<file path="config.mk">
export PLATFORM = sky130hd
export DESIGN_NAME = dma_req_splitter
export DESIGN_NICKNAME = d
export VERILOG_FILES = /design/src/rtl/dma_pkg.sv /design/src/rtl/dma_chunk_calc.sv /design/src/rtl/dma_req_splitter.sv
export SDC_FILE = /design/constraint.sdc
export NUM_CORES = 1
export LEC_CHECK = 0
export ABC_AREA = 1
export BUFFER_PORTS_ARGS = -buffer_cell sky130_fd_sc_hd__buf_2
export CAP_MARGIN = 20
export CORE_ASPECT_RATIO = 1.2
export CORE_MARGIN = 3
export CORE_UTILIZATION = 63
export DETAILED_ROUTE_END_ITERATION = 7
export PLACE_DENSITY = 0.87
export SLEW_MARGIN = 20
export SYNTH_ARGS = -nofsm -noshare
export SYNTH_HDL_FRONTEND = slang
export SYNTH_SLANG_ARGS = --single-unit
</file>
<file path="constraint.sdc">
create_clock -name clockCore -period 10.4 [get_ports clockCore]
set_input_delay 1.04 -clock clockCore [delete_from_list [all_inputs] [get_ports clockCore]]
set_output_delay 1.04 -clock clockCore [all_outputs]
set_load 0.01 [all_outputs]
</file>
<file path="src/rtl/dma_pkg.sv">
// Shared types and constants for the DMA request splitter.
// Descriptor layout, FSM states and the payload size clamp.
package dma_pkg;
  localparam int ADDR_W = 64;
  localparam int LEN_W = 20;
  localparam int DESC_W = ADDR_W + LEN_W;
  localparam int MPS_MAX_CODE = 5;
  localparam int BOUNDARY_4K = 4096;

  typedef struct packed {
    logic [ADDR_W-1:0] addr;
    logic [LEN_W-1:0]  len;
  } desc_t;

  typedef enum logic [1:0] {
    IDLE,
    CALC,
    SEND
  } state_t;

  function automatic logic [2:0] clampMps(
    input logic [2:0] code
  );
    return (code > 3'(MPS_MAX_CODE)) ?
      3'(MPS_MAX_CODE) : code;
  endfunction
endpackage

</file>
<file path="src/rtl/dma_chunk_calc.sv">
// Chunk size: min(remaining, max payload, bytes to 4 KB).
// Pure combinational; mps must already be clamped to 0..5.
module dma_chunk_calc
  import dma_pkg::*;
#(
  parameter int LEN_W = 20
) (
  input  logic [LEN_W-1:0] remLen,
  input  logic [2:0]       mps,
  input  logic [11:0]      addrLow,
  output logic [12:0]      chunk,
  output logic             last
);
  logic [12:0] mpsBytes;
  logic [12:0] toBoundary;
  logic [12:0] remCap;
  logic [12:0] minA;

  always_comb begin
    mpsBytes = 13'd128 << mps;
    // always 1..4096, never zero
    toBoundary = 13'(BOUNDARY_4K) - {1'b0, addrLow};
    remCap = (remLen > LEN_W'(BOUNDARY_4K)) ?
      13'(BOUNDARY_4K) : remLen[12:0];
    minA = (remCap < mpsBytes) ? remCap : mpsBytes;
    chunk = (minA < toBoundary) ? minA : toBoundary;
    last = (LEN_W'(chunk) == remLen);
  end
endmodule

</file>
<file path="src/rtl/dma_req_splitter.sv">
// Splits FIFO DMA descriptors into PCIe read requests
// capped by max payload and never crossing 4 KB.
module dma_req_splitter
  import dma_pkg::*;
#(
  parameter int ADDR_W = 64,
  parameter int LEN_W = 20
) (
  input  logic                    clockCore,
  input  logic                    resetCore,
  input  logic                    fifoEmpty,
  input  logic [ADDR_W+LEN_W-1:0] fifoData,
  output logic                    fifoPop,
  input  logic [2:0]              maxPayload,
  output logic                    reqValid,
  input  logic                    reqReady,
  output logic [ADDR_W-1:0]       reqAddr,
  output logic [12:0]             reqLen,
  output logic                    reqLast,
  output logic                    busy,
  output logic                    zeroLenErr
);
  state_t            state;
  logic [ADDR_W-1:0] curAddr;
  logic [LEN_W-1:0]  remLen;
  logic [2:0]        mps;
  logic [12:0]       chunk;
  logic              last;

  logic [ADDR_W-1:0] headAddr;
  logic [LEN_W-1:0]  headLen;

  assign headAddr = fifoData[LEN_W +: ADDR_W];
  assign headLen = fifoData[LEN_W-1:0];

  // gated by reset so nothing pops while held in reset
  assign fifoPop = resetCore & ~fifoEmpty &
    (state == IDLE);
  assign busy = (state != IDLE);

  dma_chunk_calc #(
    .LEN_W(LEN_W)
  ) uCalc (
    .remLen (remLen),
    .mps    (mps),
    .addrLow(curAddr[11:0]),
    .chunk  (chunk),
    .last   (last)
  );

  always_ff @(posedge clockCore or negedge resetCore) begin
    if (!resetCore) begin
      state      <= IDLE;
      curAddr    <= '0;
      remLen     <= '0;
      mps        <= '0;
      reqValid   <= 1'b0;
      reqAddr    <= '0;
      reqLen     <= '0;
      reqLast    <= 1'b0;
      zeroLenErr <= 1'b0;
    end else begin
      zeroLenErr <= 1'b0;
      unique case (state)
        IDLE: begin
          if (!fifoEmpty) begin
            curAddr <= headAddr;
            remLen  <= headLen;
            mps     <= clampMps(maxPayload);
            if (headLen == '0)
              zeroLenErr <= 1'b1;
            else
              state <= CALC;
          end
        end
        CALC: begin
          reqAddr  <= curAddr;
          reqLen   <= chunk;
          reqLast  <= last;
          reqValid <= 1'b1;
          state    <= SEND;
        end
        SEND: begin
          if (reqReady) begin
            curAddr  <= curAddr + ADDR_W'(reqLen);
            remLen   <= remLen - LEN_W'(reqLen);
            reqValid <= 1'b0;
            state    <= reqLast ? IDLE : CALC;
          end
        end
        default: state <= IDLE;
      endcase
    end
  end
endmodule

</file>
* After elaboration in Yosys (flattened, before gate mapping)
Cells that the tools add are included.
** Storage, ports and cells
- Word-level logic and storage cells :: 55
- Output and inout bits :: 82
- Register bits after elaboration :: 169
** Operators by class
- Magnitude comparators :: 4
- Mux-type cells :: 20
- Reduce and logical (&&, ||, !) cells :: 9
- Shift operators :: 1
- Eq/ne operators :: 6
- Bitwise gates (word level) :: 3
- Add/subtract/negate cells :: 3
** Operators by type and width (number)
- $mux 64 :: 2
- $pmux 64 s2 :: 1
- $add 64x13->64 :: 1
- $mux 20 :: 2
- $pmux 20 s2 :: 1
- $mux 13 :: 3
- $lt 13x13->1 :: 2
- $eq 13x20->1 :: 1
- $gt 20x13->1 const B :: 1
- $logic_not 20->1 :: 1
- $sub 20x13->20 :: 1
- $shl 8x3->13 const A :: 1
- $sub 13x12->13 const A :: 1
- $mux 2 :: 3
- $ne 2x2->1 const B :: 3
- $pmux 2 s3 :: 1
- $reduce_and 3->1 :: 2
- $reduce_bool 2->1 :: 3
- $mux 1 :: 5
- $reduce_and 2->1 :: 2
- $gt 3x3->1 const B :: 1
- $mux 3 :: 1
- $and 1x1->1 :: 2
- $eq 2x1->1 const B :: 1
- other kinds (4) :: 4

* Logic depth before layout (Yosys ltp)
- Depth after elaboration :: 7
- Depth in mapped cells :: 39
- Mapped depth without buffers :: 37

* Cells and area by module
Synthesis repeated with hierarchy kept, for this count alone.
** Second synthesis, totals
- Cells, all modules :: 1927
- Area total of the unflattened synthesis :: 12624.6 um^2
** Modules (own cells, without submodules)
- dma_req_splitter :: area an instance 11115.7 um^2, sequential area each 4229.1 um^2, cells each 1645, times used 1
- dma_chunk_calc :: area an instance 1508.9 um^2, sequential area each 0.0 um^2, cells each 282, times used 1

* Least setup slack after synthesis
OpenSTA, ideal clock, no wires.
- Path type :: register to register
- Start point :: register remLen[17]
- End point :: register reqLast
- Period minus slack after synthesis :: 4.389 ns
- Path slack :: 6.011 ns
- Setup time :: 0.065 ns
- Arrival time :: 4.324 ns
- Cell stages (with the launch flop) :: 37
- Data required time :: 10.335 ns
- Path buffers :: 3
- Cells stage by stage :: dfrtp_1 -> nor2_2 -> nand3_1 -> nor3_2 -> nand3_1 -> nand2_1 -> inv_2 -> buf_6 -> nor2_2 -> ha_1 -> o21ai_1 -> nand2_1 -> nand2_1 -> nand2_1 -> nand2_1 -> nand2_1 -> nand2_1 -> nand2_1 -> nand2_1 -> nand2_2 -> inv_1 -> buf_4 -> nand2_1 -> o21ai_0 -> ha_1 -> nand2_1 -> nor2_1 -> a2111oi_4 -> buf_1 -> nand3_1 -> nand3_1 -> nand2_1 -> nor2_1 -> nand2_1 -> nor2_1 -> nand2_1 -> nand2_1
** Between the ends
- Word-level cells in the longest chain between the ends :: 7
** RTL lines
- from (decl) :: line dma_req_splitter.sv:25 : logic [LEN_W-1:0] remLen;
- from (signal assigned) :: line dma_req_splitter.sv:68 : remLen <= headLen;
- from (signal assigned) :: line dma_req_splitter.sv:86 : remLen <= remLen - LEN_W'(reqLen);
- $gt 20x13->1 :: line dma_chunk_calc.sv:23 : remCap = (remLen > LEN_W'(BOUNDARY_4K)) ?
- $mux 13 :: line dma_chunk_calc.sv:23
- $lt 13x13->1 :: line dma_chunk_calc.sv:25 : minA = (remCap < mpsBytes) ? remCap : mpsBytes;
- $mux 13 :: line dma_chunk_calc.sv:25
- $lt 13x13->1 :: line dma_chunk_calc.sv:26 : chunk = (minA < toBoundary) ? minA : toBoundary;
- $mux 13 :: line dma_chunk_calc.sv:26
- $eq 13x20->1 (*) :: line dma_chunk_calc.sv:27 : last = (LEN_W'(chunk) == remLen);
- to (signal assigned) :: line dma_req_splitter.sv:79 : reqLast <= last;
- to (decl) :: line dma_req_splitter.sv:19 : output logic reqLast,
Every way passes the cells marked *; elsewhere a longest branch is shown, timed or not.
A chain may end at the register's enable or synchronous reset.

* Worst setup path in the final report
- Start point :: register remLen[15]
- End point :: register reqLast
The elaborated chain is that of the path after synthesis.

==> impl_metrics.csv <==
group,metric,value,unit
logic_synthesis,ys_async_sr_fraction,100,%
global_route,grt_use_total,36.1,%
setup_path,end_kind,"flop",
place,port_buffers,172,
cells_and_area,post-route-util,74.7,%
routing,drtAntennaViolNets,0,
setup_path,crit_top_cell,"nand2_1",
floorplanning,dieArea,19500,µm²
clocking,cts_root_buffer,"clkbuf_16",
floorplanning,io_pins,173,
clocking,cts_hold_buf,0,
routing,drt-total-wl,35.1,mm
floorplanning,die_width,128,µm
logic_synthesis,synthTopCellsByArea,"dfrtp_1, nand2_1, o21ai_0, inv_1, nand3_1",
global_route,grt_max_degree,90,
setup_path,worst_ep_required_time,10780,ps
sta,skew,10.6,ps
routing,routedWlPerCell,18.5,µm
sta,slew_violations,0,
sta,finalHoldViolCount,0,
cells_and_area,diodes,0,
logic_synthesis,synth_common_cells,"nand2_1, inv_1, o21ai_0",
setup_path,slowest_stage,"dfrtp_1",
logic_synthesis,synth_top_area_share,37.6,%
place,dp_slack,5440,ps
place,dpl.cell_count,1864,
cells_and_area,fin_cells,1895,
power_and_ir_drop,p_per_area,338,nW/µm²
global_route,grt_pass1_wl,56.3,mm
cells_and_area,multi_input_area,6000,µm²
place,place_congestion,1.00,
sta,post-route-min-period,5070,ps
setup_path,crit_fanout,27,
place,placed_cell_area,12200,µm²
logic_synthesis,synth_cell_types,52,
routing,drcViolationCount,0,
place,dp_hpwl,26.5,mm
sta,finalCritPeriodShare,48.8,%
sta,setup_viol,0,
setup_path,worstSetupStartpointType,"flop",
cells_and_area,syn2layout_area_growth,14.2,%
clocking,clk_latency,440,ps
hold_path,hold_depth,2,
clocking,htreeDepth,4,
hold_path,hold_class,"reg -> reg",
logic_synthesis,seq_area_frac_synth,37.6,%
sta,rsz0062_at_grt,"false",
run,timing.max_cap.violations,0,
logic_synthesis,syn_inst,1527,
cells_and_area,n_fill_cell,1378,
routing,vias,11371,
routing,drtPass1Iterations,5,
logic_synthesis,synthesis.nets,1665,
routing,dr.first_iter.drc_count,1037,
cells_and_area,layout-drive-gt1-share,15.7,%
setup_path,crit_arrival,5450,ps
global_route,antenna_found_initial,0,
clocking,cts_resized,0,
clocking,postCtsSetupRepairBufs,0,
clocking,cts_max_path_buffers,2,
floorplanning,initial_core_util,65.4,%
sta,setup_tns,0,ps
sta,slew_headroom,40.5,%
clocking,cts.sinks,169,
floorplanning,core_area,17200,µm²
logic_synthesis,avgSynthCellArea,7.36,µm²
power_and_ir_drop,power_leakage,6.01,nW
floorplanning,rows,52,
setup_path,critical_path.max_stage_delay,410,ps
setup_path,r2r_cells,35,
logic_synthesis,synth_edf_count,0,
logic_synthesis,synth_flop_cell,"dfrtp_1",
cells_and_area,finalInstanceArea,12800,µm²
routing,avgViaCountPerCell,6.00,
cells_and_area,nets,1805,
power_and_ir_drop,p_total,4.34,mW
logic_synthesis,netlist_area,11200,µm²
sta,whs,479,ps
cells_and_area,seq_area,4230,µm²
global_route,grt_pass1_vias,11107,
sta,fmax,197,MHz
global_route,overflow,0,
logic_synthesis,ys_ff_latch,169,
clocking,clk_pin_slew,70,ps
logic_synthesis,yosysTopAreaCell,"dfrtp_1",
floorplanning,die_h,152,µm
clocking,numCtsBuffers,17,
clocking,tritoncts,"built",
power_and_ir_drop,worst_ir_drop_vdd,0.000202,V
logic_synthesis,yosysMostFrequentCell,"nand2_1",
sta,setup_slack,5330,ps
setup_path,path_class,"reg -> reg",
sta,worstMarginPinSlew,883,ps
status,status,"finished clean",
logic_synthesis,yosysWarnings,0,
cell families after synthesis:
kind of cell | Yosys count | share of synthesized area, %
AO/OA/AOI/OAI | 364 | 18.6
XOR/XNOR | 42 | 3.27
adder cells (fa/ha/maj) | 47 | 5.37
buffers and inverters | 264 | 9.11
flip-flops | 169 | 37.6
AND/OR/NAND/NOR | 641 | 26.0
critical path, delay by kind of cell (launching register included):
family / cells / cell delay (ps)
AO/OA/AOI/OAI: 4 / 670
AND/OR/NAND/NOR: 25 / 2370
flip-flops: 1 / 410
buffers and inverters: 4 / 880
adder cells (fa/ha/maj): 2 / 660
power by group:
| part | switching (mW) | total [mW] | internal (mW) |
|---|---|---|---|
| combinational | 1.61 | 2.42 | 0.814 |
| sequential | 0.250 | 1.22 | 0.969 |
| clock | 0.305 | 0.695 | 0.390 |
| total | 2.17 | 4.34 | 2.17 |
per-layer routing:
layer / track usage (%) / part of all wire [%]
met3: 5.54 / 6.1
met4: 23.6 / 7.1
met2: 58.4 / 48
met1: 44.5 / 39
met5: 0 / 0
final cells by class:
class | instances | share of cell area (%)
clock buffer | 17 | 3.32
timing repair buffer | 181 | 7.29
multi-input combinational | 1094 | 46.8
tap | 216 | 2.11
inverter | 204 | 5.99
clock inverter | 14 | 1.56
sequential | 169 | 33.0
placed cells by master, fill, tap and decap left out, types with 7 or more instances in the layout:
master,instances
a21oi_1,47
buf_2,171
buf_4,9
clkbuf_16,17
dfrtp_1,169
ha_1,45
inv_1,196
nand2_1,278
nand2_2,10
nand3_1,113
nand3b_1,7
nand4_1,21
nor2_1,105
nor2_4,7
nor3_1,45
nor4_1,26
o211ai_1,34
o21ai_0,197
o21ai_1,10
o221ai_1,7
o22ai_1,44
or2_2,10
xor2_1,39
sequential cells by signal (all words and copies together), names as in the netlist:
register / count
state: 2
reqLast: 1
mps: 3
reqAddr: 64
curAddr: 64
zeroLenErr: 1
remLen: 20
reqValid: 1
reqLen: 13
worst paths after layout:
kind / slack (ps) / to / startpoint
setup reg to reg: 5330 / reqLast / remLen[15]
min in group asynchronous: 530 / reqAddr[7] / resetCore
max in group asynchronous: 7920 / reqAddr[58] / resetCore
hold reg to reg: 480 / reqAddr[6] / reqAddr[6]
hold / removal: 480 / reqAddr[6] / reqAddr[6]
setup / recovery: 5330 / reqLast / remLen[15]
No activity file was read; power rests on OpenSTA's default activity.
